===== src/rtl/div_reconstruct.sv =====
// Reconstructs dividend = quotient*divisor + remainder using a sequential
// radix-2 Booth multiplier followed by a single remainder-add cycle.
module div_reconstruct #(
  parameter int n = 64
) (
  input  logic         clk,
  input  logic         reset,
  input  logic         start,
  input  logic [n-1:0] quotient,
  input  logic [n-1:0] divisor,
  input  logic [n-1:0] remainder,
  output logic [n-1:0] dividend,
  output logic         overflow,
  output logic         busy,
  output logic         done
);

  typedef enum logic [1:0] {IDLE, RUN, ADD, DONE} state_t;

  localparam int unsigned CW = $clog2(n + 1);

  state_t         state;
  logic [CW-1:0]  cnt;
  logic [n:0]     a;      // upper half kept one bit wide so -d of the most negative divisor cannot wrap
  logic [n-1:0]   qr;     // multiplier, shifted out as product low bits arrive
  logic           qm1;
  logic [n-1:0]   dr;
  logic [n-1:0]   rr;

  logic [n:0]     dx;
  logic [n:0]     a_nx;
  logic [2*n:0]   sum;
  logic           ovf;

  always_comb begin
    dx   = {dr[n-1], dr};
    a_nx = a;
    unique case ({qr[0], qm1})
      2'b01:   a_nx = a + dx;
      2'b10:   a_nx = a - dx;
      default: a_nx = a;
    endcase
    sum = {a, qr} + {{(n+1){rr[n-1]}}, rr};
    ovf = !((&sum[2*n:n-1]) || (~|sum[2*n:n-1]));
  end

  always_ff @(posedge clk or negedge reset) begin
    if (!reset) begin
      state    <= IDLE;
      cnt      <= '0;
      a        <= '0;
      qr       <= '0;
      qm1      <= 1'b0;
      dr       <= '0;
      rr       <= '0;
      dividend <= '0;
      overflow <= 1'b0;
      busy     <= 1'b0;
      done     <= 1'b0;
    end else begin
      unique case (state)
        IDLE: begin
          if (start) begin
            qr    <= quotient;
            dr    <= divisor;
            rr    <= remainder;
            a     <= '0;
            qm1   <= 1'b0;
            cnt   <= '0;
            busy  <= 1'b1;
            state <= RUN;
          end
        end
        RUN: begin
          // arithmetic shift right of {a_nx, qr, qm1}
          {a, qr, qm1} <= {a_nx[n], a_nx, qr};
          cnt          <= cnt + CW'(1);
          if (cnt == CW'(n - 1)) state <= ADD;
        end
        ADD: begin
          dividend <= sum[n-1:0];
          overflow <= ovf;
          done     <= 1'b1;
          state    <= DONE;
        end
        DONE: begin
          done  <= 1'b0;
          busy  <= 1'b0;
          state <= IDLE;
        end
        default: state <= IDLE;
      endcase
    end
  end

endmodule


===== config.mk =====
export PLATFORM = sky130hd
export DESIGN_NAME = div_reconstruct
export DESIGN_NICKNAME = d
export VERILOG_FILES = /design/src/rtl/div_reconstruct.sv
export SDC_FILE = /design/constraint.sdc
export NUM_CORES = 1
export LEC_CHECK = 0
export CORE_ASPECT_RATIO = 0.75
export CORE_UTILIZATION = 52
export DETAILED_ROUTE_END_ITERATION = 10
export GPL_TIMING_DRIVEN = 0
export PLACE_DENSITY = 0.74
export SLEW_MARGIN = 30
export SYNTH_ARGS = -nofsm -noshare
export SYNTH_HDL_FRONTEND = slang
export SYNTH_SLANG_ARGS = --single-unit

===== constraint.sdc =====
create_clock -name clk -period 12.35 [get_ports clk]
set_clock_uncertainty 0.1 [all_clocks]
set_input_delay 1.235 -clock clk [delete_from_list [all_inputs] [get_ports clk]]
set_output_delay 1.235 -clock clk [all_outputs]
set_load 0.005 [all_outputs]

==> results.sh <==
export IMPL_status="complete, no violations"
export IMPL_mostFrequentLayoutCells="nand2_1 (347), a21oi_1 (343), dfrtp_1 (332)"
export IMPL_root_buffer="clkbuf_16"
export IMPL_post_cts_resized=0
export IMPL_final_layout_size_suffix_gt1_share_pct=9.70
export IMPL_clock_path_buffers=3
export IMPL_cp_max_fo=5
export IMPL_tightest_slew_ns=1.11
export IMPL_synth_edf_count=0
export IMPL_rows=72
export IMPL_dieArea_sq_mm=0.0537
export IMPL_grt_max_degree=86
export IMPL_max_cap_violations=0
export IMPL_dr_total_vias=27100
export IMPL_final_max_slew_viol_count=0
export IMPL_syn_to_final_growth_pct=18.7
export IMPL_fin_area_sq_mm=0.0326
export IMPL_rsz0062_at_grt="false"
export IMPL_synth_area_sq_mm=0.0274
export IMPL_ys_seq_elements=333
export IMPL_grt_pass1_wl_um=150000
export IMPL_grt_pass1_vias=26000
export IMPL_antenna_found_initial=5
export IMPL_postCtsHoldBufs=0
export IMPL_timing_final_crit_share_pct=60.6
export IMPL_avgViaCountPerCell=6.35
export IMPL_synthMuxAreaShare_pct=10.5
export IMPL_dpl_cell_area_sq_mm=0.0311
export IMPL_synthFlopType="dfrtp_1"
export IMPL_coreArea_sq_mm=0.0518
export IMPL_yosysSeqAreaShare_pct=30.4
export IMPL_utilization_pct=62.9
export IMPL_hp_class="input port to asynchronous set/reset pin"
export IMPL_postSynthCellCount=3217
export IMPL_nets=3922
export IMPL_first_pass_iters=6
export IMPL_layout_commonest_cell="nand2_1"
export IMPL_cp_required_ns=12.73
export IMPL_synth_simple_area_share_pct=16.9
export IMPL_cts_tree="yes"
export IMPL_crit_type="flop to flop"
export IMPL_cts_htree_levels=2
export IMPL_gp_congestion=1.01
export IMPL_synth_top_family_by_area="compound AO/OA/AOI/OAI gates"
export IMPL_wl_per_cell_um=22.9
export IMPL_synth_area_per_cell_sq_um=8.53
export IMPL_drc=0
export IMPL_critical_path_arrival_ns=7.87
export IMPL_hpwlAfterDp_um=78600
export IMPL_synth_fp_nets=3613
export IMPL_r2r_end="a[63]$_DFFE_PN0P_"
export IMPL_die_height_um=201
export IMPL_max_freq_mhz=134
export IMPL_relSlewSlack_pct=25.9
export IMPL_synth_warning_count=0
export IMPL_wl_um=97700
export IMPL_postCtsSetupBuffers=0
export IMPL_synth_compound_area_share_pct=22.4
export IMPL_num_io_pins=262
export IMPL_clk_latency_ns=0.58
export IMPL_synth_xor_area_share_pct=7.34
export IMPL_io_buffers=261
export IMPL_initialDrtViolationCount=2894
export IMPL_start_kind="flop"
export IMPL_worstSetupEndpointType="flop"
export IMPL_track_usage_pct=35.8
export IMPL_initial_core_util_pct=53.0
export IMPL_finalHoldWorstSlack_ns=0.323
export IMPL_reg2reg_slack_ns=4.86
export IMPL_postRouteAntennaNets=0
export IMPL_synthArstFlopShare_pct=100
export IMPL_ff2ff_path_depth=22
export IMPL_ys_types=97
export IMPL_min_period_ns=7.49
export IMPL_path_clk_slew_ns=0.06
export IMPL_die_w_um=267
export IMPL_cts_buffers=39
export IMPL_synth_fa_ha_area_share_pct=9.22
export IMPL_setup_violations_final=0
export IMPL_cts_sinks=333
export IMPL_grt_overflow_total=0
export IMPL_finalHoldViolCount=0
export IMPL_r2r_start="dr[13]$_DFFE_PN0P_"
## area by class of cell
cell class              instances  area (sq um)
repair buffers                268          2790
well taps                     703           880
plain buffers                 154           671
multi-input cells            2667         18300
clock buffers                  50          1100
fillers                      4399         19200
diodes                          3          7.51
inverters                      63           236
flip-flops and latches        333          8340
clock inverters                21           294
## worst max-delay path, cell delays in order (launching register included)
cell and delay [ns]:
dfrtp_1 0.41, or4_1 0.56, or3_1 0.41, nor3b_2 0.26, nand2_1 0.08, nor2_1 0.41
and2_1 0.28, a31oi_1 0.12, xnor2_1 0.18, ha_1 0.37, nand3_1 0.13, nor3_1 0.38
nand2_1 0.14, a21oi_1 0.54, o211ai_1 0.32, a21oi_1 0.31, nor4_1 0.15, o311ai_0 0.73
nand2b_1 0.13, a21oi_1 0.21, mux2i_1 0.73, mux2i_1 0.16, nor4_1 0.28
## metrics by stage
stage	TNS (ns)	std cells	worst slack [ns]
final	0	4262	4.86
after global routing	0	4261	4.38
after CTS	0	4258	5.04
after detailed placement	0	4187	5.07
after global placement	-1449.37	4181	-4.43
after floorplan	0	3217	7.23
## cells in the mapped netlist (12+ instances only)
cell / number / area [sq um]
dfrtp_1: 333 / 8330
and3_1: 27 / 169
and2_1: 23 / 144
mux2_2: 189 / 2130
o31ai_1: 20 / 150
o21a_1: 28 / 210
a31oi_1: 33 / 206
clkbuf_1: 117 / 439
a21o_1: 96 / 721
or3_1: 19 / 119
nand3_1: 45 / 225
a22oi_1: 12 / 90.1
nand4_1: 73 / 457
o21bai_1: 28 / 210
o21ai_0: 273 / 1370
mux2i_1: 75 / 751
a211oi_1: 19 / 143
nor2_1: 239 / 897
a21oi_1: 343 / 1720
xor2_1: 73 / 639
o211ai_1: 13 / 97.6
nor2b_1: 18 / 113
nor4_1: 33 / 206
buf_1: 14 / 52.6
inv_1: 63 / 236
nand2_1: 347 / 1300
ha_1: 199 / 2490
nand2b_1: 17 / 106
and4_1: 15 / 131
nor3_1: 57 / 285
xnor2_1: 157 / 1380
## state kept, by name (all words and copies together), names as in the netlist
signal,cells
qm1,1
state,2
dr,64
a,64
qr,64
cnt,7
dividend,64
done,1
busy,1
overflow,1
rr,64
## per-layer routing
layer | wire length (um) | share of wire [%] | global-route usage [%] | vias up
met4 | 2040 | 2.1 | 8.29 | 4
met3 | 10300 | 10 | 10.5 | 128
met5 | 27 | 0.028 | 0 | -
li1 | - | - | - | 12500
met1 | 45700 | 47 | 53.5 | 13300
met2 | 39700 | 41 | 50.1 | 1196
## worst max-delay path by stage
stage | startpoint | endpoint | cells past startpoint
finish | dr[13]$_DFFE_PN0P_ | a[63]$_DFFE_PN0P_ | 22
global route | dr[13]$_DFFE_PN0P_ | a[63]$_DFFE_PN0P_ | 22
CTS | qr[0]$_DFFE_PN0P_ | a[63]$_DFFE_PN0P_ | 20
detailed placement | qr[0]$_DFFE_PN0P_ | a[63]$_DFFE_PN0P_ | 20
global placement | reset | dr[13]$_DFFE_PN0P_ | 1
floorplan | dr[13]$_DFFE_PN0P_ | a[62]$_DFFE_PN0P_ | 22
## logic make-up after synthesis
logic type,Yosys count
xor+xnor,230
fa+ha+maj,201
flops,333
compound gates,1003
mux,264
buf+inv,217
simple gates,969
Power is not shown: default switching activity piles up to over one toggle a cycle in this logic, so the estimate is an artifact.
